--- src/rtl/apb_requester.sv ---
// apb_requester: APB4 requester that runs one transfer at a time.
// A valid/ready command port starts a transfer, the block drives the SETUP
// and ACCESS phases, and the result is returned on a valid/ready response port.
// Optional build macro APB_REQUESTER_TIMEOUT_EN adds an ACCESS-phase watchdog.
// The watchdog aborts a transfer after TIMEOUT_CYCLES consecutive PREADY=0 cycles.
// All outputs are registered and are loaded from the next state.
// This keeps the APB and handshake pins aligned with the FSM state.

module apb_requester #(
  parameter int unsigned ADDR_WIDTH     = 32,
  parameter int unsigned TIMEOUT_CYCLES = 16
) (
  input  logic                  PCLK,
  input  logic                  PRESET,
  // command port
  input  logic                  cmd_valid,
  output logic                  cmd_ready,
  input  logic [ADDR_WIDTH-1:0] cmd_addr,
  input  logic                  cmd_write,
  input  logic [31:0]           cmd_wdata,
  input  logic [3:0]            cmd_strb,
  // response port
  output logic                  rsp_valid,
  input  logic                  rsp_ready,
  output logic [31:0]           rsp_rdata,
  output logic                  rsp_slverr,
  output logic                  rsp_timeout,
  // APB requester side
  output logic [ADDR_WIDTH-1:0] PADDR,
  output logic                  PSEL,
  output logic                  PENABLE,
  output logic                  PWRITE,
  output logic [31:0]           PWDATA,
  output logic [3:0]            PSTRB,
  input  logic                  PREADY,
  input  logic [31:0]           PRDATA,
  input  logic                  PSLVERR
);

  localparam int unsigned CNT_W = 16;

  // Reject watchdog limits that the 16-bit counter cannot represent.
  if (TIMEOUT_CYCLES < 1 || TIMEOUT_CYCLES > 65535) begin : g_bad_timeout
    $error("apb_requester: TIMEOUT_CYCLES must be in 1..65535");
  end

  typedef enum logic [1:0] {
    IDLE   = 2'd0,
    SETUP  = 2'd1,
    ACCESS = 2'd2,
    RESP   = 2'd3
  } state_t;

  state_t state;
  state_t state_n;
  logic   accept_c;
  logic   done_c;
  logic   abort_c;

`ifdef APB_REQUESTER_TIMEOUT_EN
  logic [CNT_W-1:0] wd_cnt;
`endif

  // Next-state decode, plus one-cycle strobes for command accept,
  // normal completion and watchdog abort.
  always_comb begin
    state_n  = state;
    accept_c = 1'b0;
    done_c   = 1'b0;
    abort_c  = 1'b0;
    case (state)
      IDLE: begin
        if (cmd_valid && cmd_ready) begin
          accept_c = 1'b1;
          state_n  = SETUP;
        end
      end
      SETUP: state_n = ACCESS;
      ACCESS: begin
        if (PREADY) begin
          done_c  = 1'b1;
          state_n = RESP;
        end
`ifdef APB_REQUESTER_TIMEOUT_EN
        else if (wd_cnt == CNT_W'(TIMEOUT_CYCLES - 1)) begin
          abort_c = 1'b1;
          state_n = RESP;
        end
`endif
      end
      RESP: begin
        if (rsp_ready) state_n = IDLE;
      end
      default: state_n = IDLE;
    endcase
  end

  // State register.
  always_ff @(posedge PCLK) begin
    if (PRESET) state <= IDLE;
    else        state <= state_n;
  end

  // APB pins: the command is latched straight into PADDR/PWRITE/PWDATA/PSTRB.
  // PSTRB is forced to 0 for reads and whenever no transfer is in flight.
  always_ff @(posedge PCLK) begin
    if (PRESET) begin
      PSEL    <= 1'b0;
      PENABLE <= 1'b0;
      PADDR   <= '0;
      PWRITE  <= 1'b0;
      PWDATA  <= '0;
      PSTRB   <= '0;
    end else begin
      PSEL    <= (state_n == SETUP) || (state_n == ACCESS);
      PENABLE <= (state_n == ACCESS);
      if (accept_c) begin
        PADDR  <= cmd_addr;
        PWRITE <= cmd_write;
        PWDATA <= cmd_wdata;
        PSTRB  <= cmd_write ? cmd_strb : 4'b0;
      end else if ((state_n == RESP) || (state_n == IDLE)) begin
        PSTRB  <= 4'b0;
      end
    end
  end

  // Handshake flags and response capture; response fields persist until the next capture.
  always_ff @(posedge PCLK) begin
    if (PRESET) begin
      cmd_ready  <= 1'b1;
      rsp_valid  <= 1'b0;
      rsp_rdata  <= '0;
      rsp_slverr <= 1'b0;
    end else begin
      cmd_ready <= (state_n == IDLE);
      rsp_valid <= (state_n == RESP);
      if (done_c) begin
        rsp_rdata  <= PWRITE ? 32'h0 : PRDATA;
        rsp_slverr <= PSLVERR;
      end else if (abort_c) begin
        rsp_rdata  <= 32'h0;
        rsp_slverr <= 1'b1;
      end
    end
  end

`ifdef APB_REQUESTER_TIMEOUT_EN
  // Watchdog: held at 0 outside ACCESS and counts stalled ACCESS cycles.
  always_ff @(posedge PCLK) begin
    if (PRESET)                 wd_cnt <= '0;
    else if (state != ACCESS)   wd_cnt <= '0;
    else if (!PREADY)           wd_cnt <= wd_cnt + CNT_W'(1);
  end

  // Timeout flag follows each capture.
  always_ff @(posedge PCLK) begin
    if (PRESET)       rsp_timeout <= 1'b0;
    else if (done_c)  rsp_timeout <= 1'b0;
    else if (abort_c) rsp_timeout <= 1'b1;
  end
`else
  assign rsp_timeout = 1'b0;
`endif

endmodule

--- config.mk ---
export PLATFORM = sky130hd
export DESIGN_NAME = apb_requester
export DESIGN_NICKNAME = d
export VERILOG_FILES = /design/src/rtl/apb_requester.sv
export SDC_FILE = /design/constraint.sdc
export NUM_CORES = 1
export LEC_CHECK = 0
export BUFFER_PORTS_ARGS = -buffer_cell sky130_fd_sc_hd__buf_2
export CORE_MARGIN = 10
export CORE_UTILIZATION = 35
export DETAILED_ROUTE_END_ITERATION = 8
export PLACE_DENSITY = 0.65
export SLEW_MARGIN = 0
export SYNTH_ARGS = -nofsm -noshare
export SYNTH_HDL_FRONTEND = slang
export SYNTH_SLANG_ARGS = --single-unit
--- constraint.sdc ---
create_clock -name PCLK -period 2.34 [get_ports PCLK]
set_input_delay 0.117 -clock PCLK [delete_from_list [all_inputs] [get_ports PCLK]]
set_output_delay 0.117 -clock PCLK [all_outputs]
set_load 0.02 [all_outputs]
# Word-level counts from Yosys, hierarchy flattened
# Index checks and enable logic that the tools add are counted.
# word_totals
regBits,108
in_bits,107
out_inout_bits,107
# classes
n_eq_ne,6
n_mux,12
reduce_logical,6
# op_table
op,count
32-bit two-way mux,1
4-bit two-way mux,3
"2-bit equality test, second input constant",4
2-bit case mux with 4 select lines,1
2-bit two-way mux,3
"2-bit by 1-bit equality test with 1-bit output, second input constant",2
2-bit zero test,2
1-bit two-way mux,4
1-bit logical OR,2
2-bit nonzero test,1
1-bit logical AND,1

# Depth between registers and ports, before layout
# Gate-level depths: netlist (run 1).
# depth
word_depth,7
mapped_depth,9

# Least setup slack after synthesis (run 1)
# No wires, ideal clock.
# synth_timing
kind,register to register
startpoint,reg state[1]
endpoint,reg PSTRB[0]
arrival_ns,1.696
required_ns,2.281
setup_slack_ns,0.585
stages_incl_launch_ff,10
synth_period_minus_slack_ns,1.755
path_cell_list,dfxtp_1 -> buf_2 -> and4bb_2 -> buf_6 -> buf_6 -> a21oi_1 -> ha_1 -> nor2_1 -> nand3_1 -> nand2_1
# synth_via
elab_chain_len,5
word_cells_on_any_way,14
classes_between,4 x eq/ne; 6 x mux; 4 x reduce/logical
# synth_rtl
item,line,source
"start, declared",54,state_t state;
"start signal, assigned",101,else state <= state_n;
"2-bit equality test, or another cell as far along",71,case (state)
2-bit case mux with 4 select lines,71,
2-bit equality test / 2-bit zero test (equally long branches),122,end else if ((state_n == RESP) || (state_n == IDLE)) begin
1-bit logical OR,122,
2-bit nonzero test (no line),--,
"end signal, assigned",121,PSTRB <= cmd_write ? cmd_strb : 4'b0;
"end, declared",34,"output logic [3:0] PSTRB,"
# Parallel ways exist; a longest one is shown, timed or not.
# A chain may end at the register's enable or synchronous reset.

# Worst setup path in the final report (run 1)
# layout_timing
startpoint,reg state[1]
endpoint,reg PSTRB[2]
# The elaborated chain is that of the path after synthesis.

==> results of run 1 <==
## cells in the mapped netlist
library cell  instances
a21o_1                1
a21oi_1              99
and3b_1               1
and4bb_2              1
buf_2                15
buf_4                 1
buf_6                 8
clkbuf_1             16
conb_1                1
dfxtp_1             108
ha_1                  3
inv_1                 2
mux2i_1               1
nand2_1             168
nand3_1               9
nand3b_1             33
nand4bb_1             1
nor2_1                2
nor2b_1               4
o21ai_0               1
o2bb2ai_1             1
or2_2                 1
## layout make-up
class | instances | share of cell area
clock buffers | 12 | 0.0441
clock inverters | 4 | 0.00933
inverters | 2 | 0.00140
multi-input cells | 327 | 0.294
flip-flops and latches | 108 | 0.403
well taps | 140 | 0.0326
repair buffers | 223 | 0.215
## cell families after synthesis
logic type	after synthesis	share of synthesized area
AND/OR/NAND/NOR	220	0.251
other	1	0.000946
buffers and inverters	42	0.0606
multiplexers	1	0.00252
flip-flops	108	0.545
AO/OA/AOI/OAI	102	0.130
adder cells (fa/ha/maj)	3	0.00947
## sequential cells by signal, summed over array words and instances, names as in the netlist
name / flops
PADDR: 32
PENABLE: 1
PSEL: 1
PSTRB: 4
PWDATA: 32
PWRITE: 1
cmd_ready: 1
rsp_rdata: 32
rsp_slverr: 1
rsp_valid: 1
state: 2
## report_power, final
part / total, W / internal (W) / switching [W] / leakage, nW
Clock: 0.00147 / 0.000830 / 0.000642 / 0.133
Combinational: 0.000877 / 0.000313 / 0.000564 / 1.47
Sequential: 0.00208 / 0.00199 / 0.0000879 / 0.881
## final timing paths
| kind | start | to | cells after the start |
|---|---|---|---|
| hold / removal | cmd_addr[18] | PADDR[18] | 3 |
| setup reg to reg | state[1] | PSTRB[2] | 6 |
| setup / recovery | state[1] | PSTRB[2] | 6 |
| hold reg to reg | rsp_rdata[10] | rsp_rdata[10] | 2 |
## what timing repair did
item	CTS	global route
hold endpoints to repair	4	0
hold buffers	4	0
setup endpoints to repair	0	0
## routing by layer
metal	vias up	routed length (um)	track usage
met5	-	0	0
met4	0	224	0.0522
met3	15	1400	0.0629
met2	155	5950	0.239
met1	1756	5080	0.169
li1	1936	-	-
## tightest hold or removal path, delay by kind of cell
kind	cells	cell delay [ns]
buf+inv	1	0.09
simple gates	1	0.05
compound gates	1	0.05
## through the flow
stage                     setup slack, ns   util  instance area, um2  instances
after floorplan                     0.585      -                3970        477
after global placement              0.646  0.459                5040        796
after detailed placement            0.562  0.459                5040        796
after CTS                           0.561  0.489                5370        816
after global routing                0.362  0.489                5370        816
final                               0.579  0.489                5370        816
==> flow_summary.ini, run 1 <==
[clock_network]
clk_path_buf_depth = 2
cts_sinks = 108
cts_tree = yes
numCtsBuffers = 9
clk_latency_ns = 0.33
cts_htree_levels = 3
cts_resized = 0
ctsRootBufferMaster = clkbuf_16
post_cts_buffers = 0
clk_pin_slew_ns = 0.07

[layout]
finalNetCount = 781
antenna_cells = 0
area_growth_pct = 35.3
regArea_um2 = 2160
multi_input_comb_area_um2 = 1580
layout_commonest_cell = buf_2
drive_gt1_frac = 0.348
final_cell_mix = buf_2, nand2_1, dfxtp_1
fillers = 1091

[route]
viasPerCell = 4.73
drtAntennaViolNets = 0
first_iter_violations = 196
via_count = 3862
route.detailed.drc = 0
route.final.wire_length_um = 12700
drtPass1Iterations = 4
wire_per_inst_um = 15.5

[power_and_ir_drop]
leakage_nw = 2.48
ir_worst_vdd_mv = 0.436
powerDensity_nw_per_um2 = 824
finalPower_w = 0.00442

[synthesis]
syn_area_um2 = 3970
yosys_warnings = 0
ys_top_cells_by_area = dfxtp_1, nand2_1, a21oi_1
synth_nets = 587
synthCells = 477
synth_seq_cells = 108
yosysUniqueCellTypes = 22
yosysTopAreaCellShare = 0.545
synth_top_area_cell = dfxtp_1
synth_seq_area_share = 0.545
syn_area_per_cell_um2 = 8.31

[sta]
setup_violations = 0
worst_pin_slew_ns = 0.885
holdWs_ns = 0.0151
skew_ns = 0.00485
slew_headroom = 0.409
period_share = 0.752
finalHoldViolCount = 0
fin_tns_setup_ns = 0
fmax_ghz = 0.568
rsz0062_at_grt = false
drv_slew = 0
period_needed_ns = 1.76

[floorplanning]
num_io_pins = 214
rows = 38
die-area_um2 = 16000
core-area_um2 = 11000
die_h_um = 126
die_x_um = 126
initial_utilization = 0.361

[setup_path]
critical_path_buf_inv_count = 0
cp_max_fo = 9
cp_top_family = simple AND/OR/NAND/NOR gates
rrSetupSlack_ns = 0.58
startpoint_type = register
cpPeakStageDelay_ns = 0.45
critical_path_class = register to register
cp_slowest_cell = dfxtp_1
cp.arrival_ns = 2.04
endpoint_kind = register
cp.required_ns = 2.62
worstPathCellList = and4bb_2 -> a21oi_1 -> ha_1 -> nor2_1 -> nand3_1 -> nand2_1

[global_routing]
grt_max_degree = 64
grt_pass1_vias = 3751
grt-ovfl-total = 0
grt_usage = 0.147
antenna_found_initial = 0
grt_pass1_wl_um = 19400

[flow_run]
maxCapViolations = 0

[status]
status = complete, no violations

[placement]
portBuffers = 212
gp_congestion = 0.811
hpwl_um = 9560

[hold_path]
hold_path.class = input pin to register
Note: power is estimated with default switching activity, not from simulation.
==> run 2, diff against run 1 <==
ABC_AREA = 1   (was unset)
PLACE_DENSITY = unset   (was 0.65)
clock period = 1.62 ns   (was 2.34 ns; I/O delays follow)
==> run 2 against run 1 <==
  * Critical path depth up 3
  * Synthesized area rose by 5.2%
  * Global-route usage rose by 1.2 points
  * Hold slack lost 0.0049 ns
  * Power increased by 63%
  * Clock skew is 0.0010 ns lower
  * Clock power increased by 39%
  * Setup slack got worse by 0.40 ns
  * Die area up 4.4%
==> flow_summary.ini, run 2 <==
[sta]
slew_headroom = 0.617
holdWs_ns = 0.0102
fin_ws_ns = 0.176
skew_ns = 0.00385
drv_slew = 0
finalHoldViolCount = 0
rsz0062_at_grt = false
period_share = 0.892
setup_violations = 0
period_needed_ns = 1.44
worst_pin_slew_ns = 0.574
fmax_ghz = 0.692

[setup_path]
cp.required_ns = 1.90
cp_max_fo = 6
critical_path_buf_inv_count = 3
cpMostUsedCell = inv_2
cpPeakStageDelay_ns = 0.32
endpoint_kind = register
cp_slowest_cell = dfxtp_2
critical_path.endpoint = PSTRB[1]
cp.arrival_ns = 1.73
startpoint_type = register
startpoint = cmd_ready
r2r_start = cmd_ready
worstPathCellList = nand2_1 -> inv_2 -> nand2_8 -> nand3_2 -> inv_1 -> ha_4 -> inv_2 -> nand3_1 -> a21oi_2
critical_path_class = register to register
rrSetupSlack_ns = 0.18
cp_num_cells = 9
worst_r2r_endpoint = PSTRB[1]
r2r_cells = 9
cp_top_family = flip-flops

[clock_network]
cts_sinks = 108
clk_path_buf_depth = 2
cts_htree_levels = 3
post_cts_buffers = 0
ctsRootBufferMaster = clkbuf_16
numCtsBuffers = 9
clk_pin_slew_ns = 0.07
cts_tree = yes
clk_latency_ns = 0.35

[synthesis]
syn_area_per_cell_um2 = 7.58
yosysTopAreaCellShare = 0.518
syn_area_um2 = 4170
synth_edf_count = 0
synth_seq_area_share = 0.518
ys_top_cells_by_area = dfxtp_1, nor2_1, o21ai_0
synthTopCellsByCount = nor2_1, dfxtp_1, nand2_1
synth_seq_cells = 108
synth_top_area_cell = dfxtp_1
synth.most_common_cell = nor2_1
yosys_warnings = 0
synth_nets = 660
yosysUniqueCellTypes = 25
synthArstFlopShare = 0
synthCells = 550
synth_ff_type = dfxtp_1

[global_routing]
grt_pass1_vias = 4362
grt_max_degree = 66
grt_pass1_wl_um = 21500
antenna_found_initial = 0
grt_usage = 0.159
grt-ovfl-total = 0

[floorplanning]
die-area_um2 = 16700
rows = 39
initial_utilization = 0.361
core-area_um2 = 11600
die_h_um = 129
die_x_um = 129
num_io_pins = 214

[layout]
top_regs = PADDR (32), PWDATA (32), rsp_rdata (32)
antenna_cells = 0
final_cell_mix = buf_2, nor2_1, dfxtp_1
stdcell_area_um2 = 6080
finalNetCount = 909
layout_commonest_cell = buf_2
area_growth_pct = 45.7
utilization = 0.525
drive_gt1_frac = 0.309

[placement]
gp_congestion = 0.790
dp_worst_setup_slack_ns = -0.0161
placed_cell_area_um2 = 5250
hpwl_um = 9710
portBuffers = 212

[power_and_ir_drop]
powerDensity_nw_per_um2 = 1180
finalPower_w = 0.00719
p_switching_w = 0.00236
leakage_nw = 3.02
clkPwrFrac = 0.285
ir_worst_vdd_mv = 0.578
p_comb_frac = 0.277
internal-power_w = 0.00483
switching_share = 0.329
seqPwrFrac = 0.438

[flow_run]
maxCapViolations = 0

[route]
drtAntennaViolNets = 0
route.final.wire_length_um = 13800
viasPerCell = 4.49
first_iter_violations = 220
via_count = 4250
route.detailed.drc = 0
wire_per_inst_um = 14.5
drtPass1Iterations = 5

[status]
status = complete, no violations

[hold_path]
hold_path.class = input pin to register
[run 2: cell families after synthesis]
logic type               synth area share
other                            0.000899
AND/OR/NAND/NOR                     0.247
flip-flops                          0.518
adder cells (fa/ha/maj)           0.00900
AO/OA/AOI/OAI                       0.122
buffers and inverters               0.102
[run 2: power groups by stage]
stage	logic (W)	registers, W	clock network [W]
2_1_floorplan	0.000896	0.00360	0
3_3_place_gp	0.00185	0.00319	0
3_5_place_dp	0.00189	0.00321	0
4_1_cts	0.00199	0.00315	0.00212
5_1_grt	0.00222	0.00319	0.00220
6_report	0.00199	0.00315	0.00205
[run 2: worst min-delay path by stage]
stage                     slack [ns]          to  cells after the start         start
after detailed placement        0.34   PADDR[23]                      3  cmd_addr[23]
after floorplan                 0.22  rsp_slverr                      2       PSLVERR
final                           0.01   PADDR[26]                      3  cmd_addr[26]
after global routing            0.02    PADDR[6]                      3   cmd_addr[6]
after global placement          0.33    PADDR[8]                      3   cmd_addr[8]
after CTS                      0.002   PADDR[24]                      3  cmd_addr[24]
[run 2: per-layer routing]
metal	vias to the layer above	track usage	wire length, um
met2	166	0.255	6140
met3	20	0.0767	1630
met1	1869	0.177	5690
li1	2195	-	-
met5	-	0	0
met4	0	0.0702	297
[run 2: tightest hold or removal path, stage by stage]
cell	delay [ns]
buf_2	0.08
o21ai_0	0.07
nor2_1	0.09
[run 2: area by class of cell]
cell class	count	area, um2
Inverter	44	173
Clock buffer	13	260
Timing Repair Buffer	274	1690
Multi-Input combinational cell	362	1600
Sequential cell	108	2170
Clock inverter	2	10.0
Fill cell	1143	5490
Tap cell	143	179
[run 2: repair_timing]
item,CTS,global route
pin swaps,0,1
setup endpoints to repair,1,4
hold buffers,54,0
hold endpoints to repair,54,0
gates resized for setup,1,5
[run 2: metrics by stage]
step	TNS, ns	cells
finish	0	946
global placement	0	877
detailed placement	-0.0161	877
floorplan	0	550
CTS	0	946
global route	0	946
==> run 3, diff against run 2 <==
PLACE_DENSITY = 0.67   (was unset)
clock period = 1.3 ns   (was 1.62 ns; I/O delays follow)
==> run 3 against run 2 <==
  * The run now ends with negative hold slack, negative setup slack left
  * Clock power grew 37%
  * Power grew 31%
  * Sequential power grew 24%
  * Largest cell class unchanged
  * Setup slack lost 0.18 ns
  * Design area grew 4.6%
  * Highest routed layer unchanged
==> flow_summary.ini, run 3 (synthesis results as in run 2) <==
[status]
status = complete, but fails checks
violations = negative hold slack, negative setup slack

[clock_network]
numCtsBuffers = 9
cts_sinks = 108
cts_htree_levels = 3
clk_pin_slew_ns = 0.07
clk_path_buf_depth = 2
ctsRootBufferMaster = clkbuf_16
cts_tree = yes
clk_latency_ns = 0.35

[placement]
dpl.cell_count = 885
hpwl_um = 9370
gp_congestion = 0.761
portBuffers = 212

[floorplanning]
num_io_pins = 214
rows = 39
die_h_um = 129
die_x_um = 129
initial_utilization = 0.361
die-area_um2 = 16700
core-area_um2 = 11600

[layout]
final_cell_mix = buf_2, nor2_1, dfxtp_1
layout_commonest_cell = buf_2
finalNetCount = 924
fillers = 1062
fin_cells = 963
area_growth_pct = 52.4
regArea_um2 = 2170
drive_gt1_frac = 0.333
top_regs = PADDR (32), PWDATA (32), rsp_rdata (32)
multi_input_comb_area_um2 = 1660

[power_and_ir_drop]
internal-power_w = 0.00627
finalPower_w = 0.00940
p_switching_w = 0.00313
p_comb_frac = 0.285
powerDensity_nw_per_um2 = 1480
clkPwrFrac = 0.298
leakage_nw = 3.12
ir_worst_vdd_mv = 1.03
seqPwrFrac = 0.418
switching_share = 0.333

[hold_path]
hold_path.class = input pin to register

[sta]
holdWs_ns = -0.0234
skew_ns = 0.00638
fmax_ghz = 0.766
rsz0062_at_grt = true
setup_violations = 1
fin_ws_ns = -0.00553
period_share = 1.00
period_needed_ns = 1.31
drv_slew = 0
finalHoldViolCount = 2

[setup_path]
critical_path.endpoint = PSTRB[0]
endpoint_kind = register
startpoint = state[1]
startpoint_type = register
cp_max_fo = 5
r2r_cells = 8
cp.required_ns = 1.59
cp.arrival_ns = 1.59
r2r_start = state[1]
critical_path_class = register to register
worst_r2r_endpoint = PSTRB[0]
rrSetupSlack_ns = -0.006

[route]
route.final.wire_length_um = 14100
viasPerCell = 4.51
route.detailed.drc = 0
drtPass1Iterations = 4
via_count = 4346
drtAntennaViolNets = 0
wire_per_inst_um = 14.6
first_iter_violations = 235

[global_routing]
antenna_found_initial = 0
grt_pass1_vias = 4067
grt_pass1_wl_um = 21700
grt_usage = 0.161
grt_max_degree = 66
grt-ovfl-total = 0

[flow_run]
maxCapViolations = 0
==> run 3: area by class of cell <==
| cell class | count | area share |
|---|---|---|
| sequential | 108 | 0.342 |
| timing repair buffer | 289 | 0.293 |
| multi-input combinational | 362 | 0.261 |
| clock buffer | 10 | 0.0360 |
| inverter | 44 | 0.0283 |
| tap | 143 | 0.0281 |
| clock inverter | 6 | 0.0112 |
| antenna | 1 | 0.000394 |
==> run 3: repair_timing <==
item | in CTS | in global routing
endpoints found under the hold margin | 59 | 1
hold buffers | 59 | 1
buffers inserted | 0 | 1
endpoints found under the setup margin | 5 | 30
gates cloned | 0 | 0
pin swaps | 1 | 8
resized for setup | 3 | 16
==> run 3: worst max-delay path, stage by stage, from the launching register on <==
cell	delay, ns
dfxtp_4	0.36
nor2_4	0.17
nand2_8	0.10
nand3_4	0.10
inv_4	0.05
ha_4	0.22
inv_4	0.07
nand3_2	0.07
a21oi_2	0.11
==> run 3: power groups by stage <==
| stage | sequential (W) | clock (W) | combinational (W) |
|---|---|---|---|
| floorplan | 0.00449 | 0 | 0.00118 |
| global placement | 0.00398 | 0 | 0.00249 |
| detailed placement | 0.00400 | 0 | 0.00250 |
| CTS | 0.00392 | 0.00287 | 0.00265 |
| global route | 0.00397 | 0.00299 | 0.00295 |
| finish | 0.00392 | 0.00280 | 0.00268 |
==> run 3: metal layers <==
| layer | up-vias | wire length, um | global-route usage | part of all wire |
|---|---|---|---|---|
| met5 | - | 0 | 0 | 0 |
| met4 | 0 | 160 | 0.0395 | 0.011 |
| met3 | 12 | 1720 | 0.0877 | 0.12 |
| met2 | 187 | 6300 | 0.253 | 0.45 |
| met1 | 1917 | 5890 | 0.188 | 0.42 |
| li1 | 2230 | - | - | - |
==> run 3: how the worst min path moves through the flow <==
stage                  start    endpoint  slack [ns]  cells after the start
2_1_floorplan        PSLVERR  rsp_slverr        0.21                      2
3_3_place_gp   cmd_wdata[12]  PWDATA[12]        0.31                      3
3_5_place_dp         PSLVERR  rsp_slverr        0.32                      3
4_1_cts          cmd_addr[7]    PADDR[7]      0.0003                      3
5_1_grt        cmd_wdata[22]  PWDATA[22]       0.002                      3
6_report       cmd_wdata[16]  PWDATA[16]       -0.02                      3
==> run 3: stage by stage <==
stage	worst slack [ns]	util	hold slack (ns)	setup TNS [ns]	area, um2
2_1_floorplan	-0.126	-	0.208	-0.635	4220
3_3_place_gp	-0.0809	0.467	0.313	-0.183	5400
3_5_place_dp	-0.101	0.467	0.318	-0.259	5400
4_1_cts	-0.0250	0.545	0.000326	-0.0971	6300
5_1_grt	-0.0813	0.549	0.00200	-1.04	6350
6_report	-0.00553	0.550	-0.0234	-0.00553	6360
